--- src/rtl/pps_delay_meter.sv ---
// PPS loopback delay meter: times the gap between a launched reference PPS and its
// returned copy in clock cycles, reports it in ns, and keeps windowed avg/min/max.
module pps_delay_meter #(
    parameter int unsigned CLK_FREQ_HZ      = 100_000_000,
    parameter int unsigned MAX_DELAY_NS     = 1_000_000,
    parameter int unsigned AVG_LOG2         = 3,
    parameter int unsigned HALVE_ROUND_TRIP = 0
) (
    input  logic        clk,
    input  logic        rst_n,
    input  logic        meas_enable,
    input  logic        pps_ref,
    input  logic        pps_ret,
    output logic [31:0] meas_delay_ns,
    output logic        meas_valid,
    output logic [31:0] avg_delay_ns,
    output logic [31:0] min_delay_ns,
    output logic [31:0] max_delay_ns,
    output logic        avg_valid,
    output logic        timeout_err,
    output logic        overlap_err,
    output logic        busy
);

    localparam int unsigned CLK_PERIOD_NS = 1_000_000_000 / CLK_FREQ_HZ;
    localparam int unsigned TIMEOUT_CYC   = MAX_DELAY_NS / CLK_PERIOD_NS;
    localparam int unsigned WIN_SAMPLES   = 2 ** AVG_LOG2;
    localparam int unsigned SUM_W         = 32 + AVG_LOG2;
    localparam int unsigned WCNT_W        = AVG_LOG2 + 1;
    localparam logic [31:0] PERIOD_W      = 32'(CLK_PERIOD_NS);

    typedef enum logic [1:0] {StIdle, StArmed, StCount} state_e;

    state_e state_q, state_d;

    logic ref_d1, ref_d2, ret_d1, ret_d2;
    logic ref_edge, ret_edge;

    logic [31:0] cnt_q, cnt_d, cnt_inc;
    logic        timeout_hit;

    logic        sample_take, timeout_evt, overlap_evt;
    logic [31:0] sample_cycles, sample_prod, sample_ns;

    logic [SUM_W-1:0]  acc_q, acc_d;
    logic [31:0]       wmin_q, wmin_d, wmax_q, wmax_d;
    logic [WCNT_W-1:0] wcnt_q, wcnt_d;
    logic              win_done_q, win_done_d;
    logic [31:0]       avg_now;

    // Identical synchronisers on both inputs so their latency cancels in the difference
    always_ff @(posedge clk or negedge rst_n) begin
        if (!rst_n) begin
            ref_d1 <= 1'b0;
            ref_d2 <= 1'b0;
            ret_d1 <= 1'b0;
            ret_d2 <= 1'b0;
        end else begin
            ref_d1 <= pps_ref;
            ref_d2 <= ref_d1;
            ret_d1 <= pps_ret;
            ret_d2 <= ret_d1;
        end
    end

    assign ref_edge    = ref_d1 & ~ref_d2;
    assign ret_edge    = ret_d1 & ~ret_d2;
    assign cnt_inc     = cnt_q + 32'd1;
    assign timeout_hit = (cnt_inc == TIMEOUT_CYC);

    // FSM state register
    always_ff @(posedge clk or negedge rst_n) begin
        if (!rst_n) begin
            state_q <= StIdle;
        end else begin
            state_q <= state_d;
        end
    end

    // FSM next-state; a return edge always wins over a coincident timeout
    always_comb begin
        state_d = state_q;
        if (!meas_enable) begin
            state_d = StIdle;
        end else begin
            case (state_q)
                StIdle:  state_d = StArmed;
                StArmed: if (ref_edge && !ret_edge) state_d = StCount;
                StCount: begin
                    if (ret_edge) begin
                        state_d = ref_edge ? StCount : StArmed;
                    end else if (!ref_edge && timeout_hit) begin
                        state_d = StArmed;
                    end
                end
                default: state_d = StIdle;
            endcase
        end
    end

    // FSM outputs: measurement events and counter next value.
    // cnt_inc is the number of cycles elapsed since the ref edge was seen.
    always_comb begin
        sample_take   = 1'b0;
        sample_cycles = '0;
        timeout_evt   = 1'b0;
        overlap_evt   = 1'b0;
        cnt_d         = '0;
        if (meas_enable) begin
            case (state_q)
                StArmed: begin
                    if (ref_edge && ret_edge) sample_take = 1'b1;
                end
                StCount: begin
                    cnt_d = cnt_inc;
                    if (ret_edge) begin
                        sample_take   = 1'b1;
                        sample_cycles = cnt_inc;
                        if (ref_edge) cnt_d = '0;
                    end else if (ref_edge) begin
                        overlap_evt = 1'b1;
                        cnt_d       = '0;
                    end else if (timeout_hit) begin
                        timeout_evt = 1'b1;
                        cnt_d       = '0;
                    end
                end
                default: cnt_d = '0;
            endcase
        end
    end

    assign sample_prod = sample_cycles * PERIOD_W;
    assign sample_ns   = (HALVE_ROUND_TRIP != 0) ? (sample_prod >> 1) : sample_prod;

    // Window accumulation; wcnt==0 stands in for the all-ones min / zero max start values
    always_comb begin
        acc_d      = acc_q;
        wmin_d     = wmin_q;
        wmax_d     = wmax_q;
        wcnt_d     = wcnt_q;
        win_done_d = 1'b0;
        if (!meas_enable) begin
            acc_d  = '0;
            wmin_d = '0;
            wmax_d = '0;
            wcnt_d = '0;
        end else begin
            if (win_done_q) begin
                acc_d  = '0;
                wmin_d = '0;
                wmax_d = '0;
                wcnt_d = '0;
            end
            if (sample_take) begin
                acc_d      = acc_d + SUM_W'(sample_ns);
                wmin_d     = (wcnt_d == '0 || sample_ns < wmin_d) ? sample_ns : wmin_d;
                wmax_d     = (wcnt_d == '0 || sample_ns > wmax_d) ? sample_ns : wmax_d;
                wcnt_d     = wcnt_d + WCNT_W'(1);
                win_done_d = (32'(wcnt_d) == WIN_SAMPLES);
            end
        end
    end

    assign avg_now = 32'(acc_q >> AVG_LOG2);

    // Counter, window state and registered results
    always_ff @(posedge clk or negedge rst_n) begin
        if (!rst_n) begin
            cnt_q         <= '0;
            acc_q         <= '0;
            wmin_q        <= '0;
            wmax_q        <= '0;
            wcnt_q        <= '0;
            win_done_q    <= 1'b0;
            meas_delay_ns <= '0;
            meas_valid    <= 1'b0;
            avg_delay_ns  <= '0;
            min_delay_ns  <= '0;
            max_delay_ns  <= '0;
            avg_valid     <= 1'b0;
            timeout_err   <= 1'b0;
            overlap_err   <= 1'b0;
        end else begin
            cnt_q       <= cnt_d;
            acc_q       <= acc_d;
            wmin_q      <= wmin_d;
            wmax_q      <= wmax_d;
            wcnt_q      <= wcnt_d;
            win_done_q  <= win_done_d;
            meas_valid  <= sample_take;
            timeout_err <= timeout_evt;
            overlap_err <= overlap_evt;
            avg_valid   <= meas_enable & win_done_q;
            if (sample_take) meas_delay_ns <= sample_ns;
            if (meas_enable && win_done_q) begin
                avg_delay_ns <= avg_now;
                min_delay_ns <= wmin_q;
                max_delay_ns <= wmax_q;
            end
        end
    end

    assign busy = (state_q != StIdle);

endmodule
--- config.mk ---
export PLATFORM = sky130hd
export DESIGN_NAME = pps_delay_meter
export DESIGN_NICKNAME = d
export VERILOG_FILES = /design/src/rtl/pps_delay_meter.sv
export SDC_FILE = /design/constraint.sdc
export NUM_CORES = 1
export LEC_CHECK = 0
export BUFFER_PORTS_ARGS = -buffer_cell sky130_fd_sc_hd__buf_4
export CORE_ASPECT_RATIO = 1.1
export CORE_MARGIN = 2
export CORE_UTILIZATION = 45
export CTS_CLUSTER_SIZE = 10
export DETAILED_ROUTE_END_ITERATION = 16
export GPL_TIMING_DRIVEN = 0
export PLACE_DENSITY_LB_ADDON = 0.15
export SLEW_MARGIN = 20
export SYNTH_ARGS = -nofsm -noshare
export SYNTH_HDL_FRONTEND = slang
export SYNTH_SLANG_ARGS = --single-unit
--- constraint.sdc ---
create_clock -name clk -period 8.6 [get_ports clk]
set_clock_uncertainty 0.2 [all_clocks]
set_input_delay 0.43 -clock clk [delete_from_list [all_inputs] [get_ports clk]]
set_output_delay 0.43 -clock clk [all_outputs]
set_load 0.05 [all_outputs]
# Word-level counts from Yosys, hierarchy flattened
# Cells that the tools add are included.
# word_totals
regBits	273
in_bits	5
out_inout_bits	133
elab_cells	96
# op_classes
add_sub_neg	3
multipliers	1
order_cmp	2
eq_ne	6
muxes	48
bitwise	5
n_reduce_logical	12
# ops
op	n
$mux W32	19
$mux W35	4
$add A35 B32 Y35	1
$add A32 B1 Y32 const B	1
$eq A32 B17 Y1 const B	1
$gt A32 B32 Y1	1
$lt A32 B32 Y1	1
$mul A32 B3 Y31 const B	1
$mux W4	4
$mux W1	14
$mux W2	5
$pmux W2 S3	1
$add A4 B1 Y4 const B	1
$eq A4 B4 Y1 const B	1
$logic_and A1 B1 Y1	4
$logic_not A4 Y1	1
$ne A4 B4 Y1 const B	1
$and A1 B1 Y1	3
$ne A3 B3 Y1 const B	1
$eq A2 B1 Y1 const B	1
$eq A2 B2 Y1 const B	1
$logic_not A1 Y1	2
$logic_not A2 Y1	1
$logic_or A1 B1 Y1	2
4 further kinds	5

# Depth between registers and ports, before layout
# depth
depth_word	11
ltp_mapped	31
mapped_depth_nobuf	29

# Worst setup path after synthesis
# No wires, ideal clock.
# synth_path
path_type	flip-flop to flip-flop
start	reg cnt_q[11]
end	reg wmax_q[10]
setup_time_ps	72
t_arrival_ps	6203
required_ps	8328
slack_ps	2125
path_stages_with_launch	28
path_buffers	2
period_less_slack_ps	6475
path_cell_list	dfrtp_1 > buf_2 > nand4_1 > or4_1 > nor3_1 > xnor2_1 > nor2_1 > ha_1 > ha_1 > nand4_1 > a2111oi_2 > o211ai_1 > a31o_2 > a21boi_0 > mux2i_1 > o2111a_1 > inv_1 > ha_1 > nand4_1 > inv_1 > and2_1 > nand3_1 > mux2_2 > or2_2 > o221ai_1 > buf_2 > mux2_2 > nor2_1
# synth_via
elab_chain_cells	10
# synth_rtl
item	line	text
start: declaration	39	logic [31:0] cnt_q, cnt_d, cnt_inc;
start signal: assignment	185	cnt_q <= cnt_d;
$add A32 B1 Y32	68	assign cnt_inc = cnt_q + 32'd1;
$mux W32	116	if (ret_edge) begin
$mux W32	110	case (state_q)
$mux W32	109	if (meas_enable) begin
$mul A32 B3 Y31	133	assign sample_prod = sample_cycles * PERIOD_W;
via sample_ns[30]	43	logic [31:0] sample_cycles, sample_prod, sample_ns;
$gt A32 B32 Y1	158	wmax_d = (wcnt_d == '0 || sample_ns > wmax_d) ? sample_ns : wmax_d;
$logic_or A1 B1 Y1	158	
$mux W32	158	
$mux W32	155	if (sample_take) begin
$mux W32	143	if (!meas_enable) begin
via wmax_d[10]	46	logic [31:0] wmin_q, wmin_d, wmax_q, wmax_d;
end signal: assignment	188	wmax_q <= wmax_d;
end: declaration	46	
# The timed path passes the listed nets, and every way through them passes these cells.
# A chain may end at the register's enable or synchronous reset.

# Worst setup path after layout
# layout_path
start	reg cnt_q[0]
end	reg wmax_q[8]
# Same word-level chain as after synthesis.

==> flow_summary.rst <==
.. list-table::
   :header-rows: 1

   * - Metric
     - Value
   * - Combinational cell fraction of total power
     - 5.3%
   * - Register area share after synthesis
     - 40.9%
   * - Reg2Reg Capture Point
     - wmax_q[8]
   * - Worst slew margin relative to its limit
     - 21.5%
   * - Slew @ Worst Pin
     - 1.17 ns
   * - Fraction of post-synthesis cell area in the top cell type by area
     - 40.9%
   * - Clock Root Buffer
     - clkbuf_16
   * - CP Capture Type
     - register
   * - Fraction of registers with async set/reset
     - 100%
   * - Average wire per cell in the routed design
     - 20.4 um
   * - Clock-pin transition on the worst setup and hold timing paths
     - 0.06 ns
   * - Max Root-Sink Buffers
     - 3
   * - Wire length of the first global-routing pass
     - 76,500 um
   * - HPWL Detailed
     - 37,400 um
   * - DRC violation count after routing
     - 0
   * - Most area-hungry cell type in the Yosys netlist
     - dfrtp_1
   * - Via count of the first global-routing pass
     - 13,700
   * - Slew Viols, Final
     - 0
   * - Worst R2R Setup Slack
     - 0.48 ns
   * - Tmin final
     - 8.12 ns
   * - Horizontal die dimension
     - 187 um
   * - Maximum clock frequency
     - 123 MHz
   * - Maximum number of pins on one net before global-route repair
     - 95
   * - Top metal layer carrying routed signals
     - met4
   * - Initial DRC count
     - 866
   * - Worst R2R Start
     - cnt_q[0]
   * - Kind of launch point of the worst setup path
     - register
   * - Power density normalized to cell area
     - 147 nW/um2
   * - Weighted congestion at the end of routability-driven global placement
     - 0.956
   * - Multi-input gate area
     - 9280 um2
   * - Post-synth design cell area
     - 16,600 um2
   * - EDFF count, synth
     - 0
   * - Net count of the mapped netlist
     - 1,859
   * - Clock latency reported for the late side of the worst-skew pair
     - 0.53 ns
   * - Number of placed instances with taps included
     - 2,326
   * - Share of the cycle needed by the critical path after routing
     - 94.5%
   * - Primary FF master, synth
     - dfrtp_1
   * - Final setup TNS
     - 0 ns
   * - Post-synthesis register bit count
     - 272
   * - FF-to-FF path depth
     - 27
   * - Switching power of the nets
     - 668 uW
   * - Global Route Usage Sum
     - 25.6%
   * - Crit-path max FO
     - 10
   * - Count of standard-cell rows
     - 73
   * - Finished Layout Cells
     - 2,380
   * - Inserted Clock Buffers
     - 35
   * - H-tree levels
     - 2
   * - Die ar.
     - 38,500 um2
   * - Arrival @ worst endpoint
     - 8.38 ns
   * - Critical path start-end classification
     - reg -> reg
   * - Leak Pwr
     - 9.79 nW
   * - Cell count after synthesis
     - 1,700
   * - Post-Route M1 WL
     - 21,200 um
   * - Share of layout cells above drive strength 1
     - 18.0%
   * - Vias
     - 13,400
   * - Synth-to-layout area growth
     - 17.2%
   * - Number of nets with antenna violations after detailed routing
     - 0
   * - Core area
     - 36,300 um2
   * - Number of inserted diodes
     - 0
   * - Switching fraction of total power
     - 23.4%
   * - Initial Utilization
     - 45.9%
   * - Count of yosys warnings during synthesis
     - 0
   * - Internal Dissipation
     - 2.19 mW
   * - Most common library cell in the layout ignoring fill and taps
     - dfrtp_1
   * - Worst IR drop on VDD
     - 0.139 mV
   * - Worst Hold Endpoint
     - overlap_err
   * - Overflow left after global routing
     - 0
   * - Outcome
     - completed
   * - Per-instance average area after synthesis
     - 9.78 um2
   * - Length of the first detailed-routing pass in iterations
     - 5
   * - Detailed-route wire length
     - 48,500 um
   * - Count of filler cells inserted in the layout
     - 3,315
   * - CP Data Required Time
     - 8.85 ns
   * - Antenna violations before repair
     - 0
   * - Met3 wire length
     - 2370 um
   * - Sequential share of power
     - 45.4%
   * - Distinct cells, synth
     - 76
   * - Sequential cell area
     - 6810 um2
   * - Commonest non-fill, non-tap cells in the layout
     - dfrtp_1 (272), ha_1 (152), nor2_1 (137), buf_4 (137), nand2_1 (134)
   * - Hold path startpoint
     - meas_enable
   * - Top cells by area in the synthesized netlist
     - dfrtp_1 (41%), ha_1 (11%), mux2_2 (7.8%)
   * - Number of hold-slack violations in the final timing report
     - 0
   * - Clock share of power
     - 49.3%
   * - Detailed-routed wire length on met2
     - 23,400 um
   * - Count of final setup violators
     - 0
   * - Number of I/O port buffers
     - 136
   * - Vertical die dimension
     - 206 um
   * - Tightest Hold Check Type
     - in -> reg
   * - Top-level I/O count
     - 138
   * - Layout Nets
     - 2,038
   * - Maxcap violations
     - 0
   * - Clock tree from TritonCTS
     - yes
   * - Number of sinks driven by the clock tree
     - 272
   * - Via density per instance
     - 5.62
   * - Unrepaired setup endpoints after global routing
     - no
   * - WHS Path Cells
     - 3
[how the worst max path moves through the flow]
stage              start    endpoint  slack (ns)
2_1_floorplan  cnt_q[11]  wmax_q[10]        2.12
3_3_place_gp    cnt_q[0]  wmax_q[29]        0.20
3_5_place_dp    cnt_q[0]   wmax_q[9]        0.30
4_1_cts         cnt_q[0]   wmax_q[8]        0.25
5_1_grt         cnt_q[0]  wmax_q[15]        0.11
6_report        cnt_q[0]   wmax_q[8]        0.48
[registers in the layout (all words and copies together) (netlist names), 4 cells and up]
register and cells:
meas_delay_ns 31, wmax_q 32, wcnt_q 4, cnt_q 32, wmin_q 32, min_delay_ns 32
acc_q 34, avg_delay_ns 32, max_delay_ns 32
[cells by family after synthesis]
kind of cell,share of synthesized area (%)
other,0.0226
multiplexers,10.3
flip-flops,40.9
buffers and inverters,3.42
AND/OR/NAND/NOR,17.6
adder cells (fa/ha/maj),11.8
XOR/XNOR,4.37
AO/OA/AOI/OAI,11.6
[area by class of cell]
| class | count | area share, % |
|---|---|---|
| plain buffers | 72 | 1.57 |
| clock buffers | 45 | 5.05 |
| clock inverters | 6 | 0.488 |
| inverters | 70 | 1.35 |
| multi-input cells | 1286 | 47.6 |
| flip-flops and latches | 272 | 34.9 |
| well taps | 487 | 3.13 |
| repair buffers | 142 | 5.86 |
[routing by layer]
| layer | vias up | GRT usage [%] |
|---|---|---|
| met5 | - | 0 |
| met4 | 0 | 9.41 |
| met3 | 94 | 3.65 |
| met2 | 329 | 43.7 |
| met1 | 6583 | 33.1 |
| li1 | 6368 | - |
[power by group through the flow]
stage | clock network (mW) | registers (mW) | logic (mW)
floorplan | 0 | 1.32 | 0.0796
global placement | 0 | 1.32 | 0.144
detailed placement | 0 | 1.32 | 0.152
CTS | 1.44 | 1.30 | 0.154
global route | 1.49 | 1.30 | 0.169
finish | 1.41 | 1.30 | 0.151
[critical path, stage by stage, from the launching register on]
cell and delay [ns]:
dfrtp_1 0.54, ha_1 0.34, nand4_1 0.38, nor2_1 0.27
and3_1 0.20, xnor2_1 0.24, nor2_1 0.13, ha_1 0.32
ha_1 0.38, a21o_1 0.21, a221o_1 0.35, a21o_1 0.25
o21ai_0 0.35, o21ai_0 0.20, a21o_1 0.21, a21oi_1 0.22
xor2_2 0.36, inv_1 0.19, ha_1 0.38, nand4_1 0.13
or2_2 0.14, a2111oi_0 0.06, a2111oi_1 0.70, a211oi_1 0.18
o221ai_1 0.29, buf_2 0.36, mux2_2 0.37, nor2_1 0.10
[what timing repair did]
item	CTS	global route
gates resized for setup	0	4
buffers inserted	0	0
endpoints found under the hold margin	179	0
endpoints found under the setup margin	0	58
hold buffers	3	0
[synth_stat cells, drive strengths merged, types with 11 or more instances]
master,instances
inv,70
a21o,26
mux2i,41
o211ai,11
a21oi,70
buf,21
o21a,11
clkbuf,51
mux2,115
nand3,70
nor2b,46
dfrtp,272
nand4,30
o31ai,16
nor3,24
nand2,134
nand2b,73
xor2,37
o21ai,101
ha,152
nor2,137
xnor2,46
and2,11
[metrics by stage]
stage | hold slack (ns) | cell area, um2 | setup WS [ns] | utilization (%) | power [mW]
after floorplan | -0.0656 | 16600 | 2.12 | - | 1.40
after global placement | 0.155 | 18300 | 0.200 | 50.4 | 1.46
after detailed placement | 0.122 | 18300 | 0.302 | 50.6 | 1.47
after CTS | 0.110 | 19500 | 0.249 | 53.7 | 2.89
after global routing | 0.145 | 19500 | 0.114 | 53.7 | 2.95
final | 0.128 | 19500 | 0.475 | 53.7 | 2.85
Note: power is estimated with default switching activity, not from simulation.
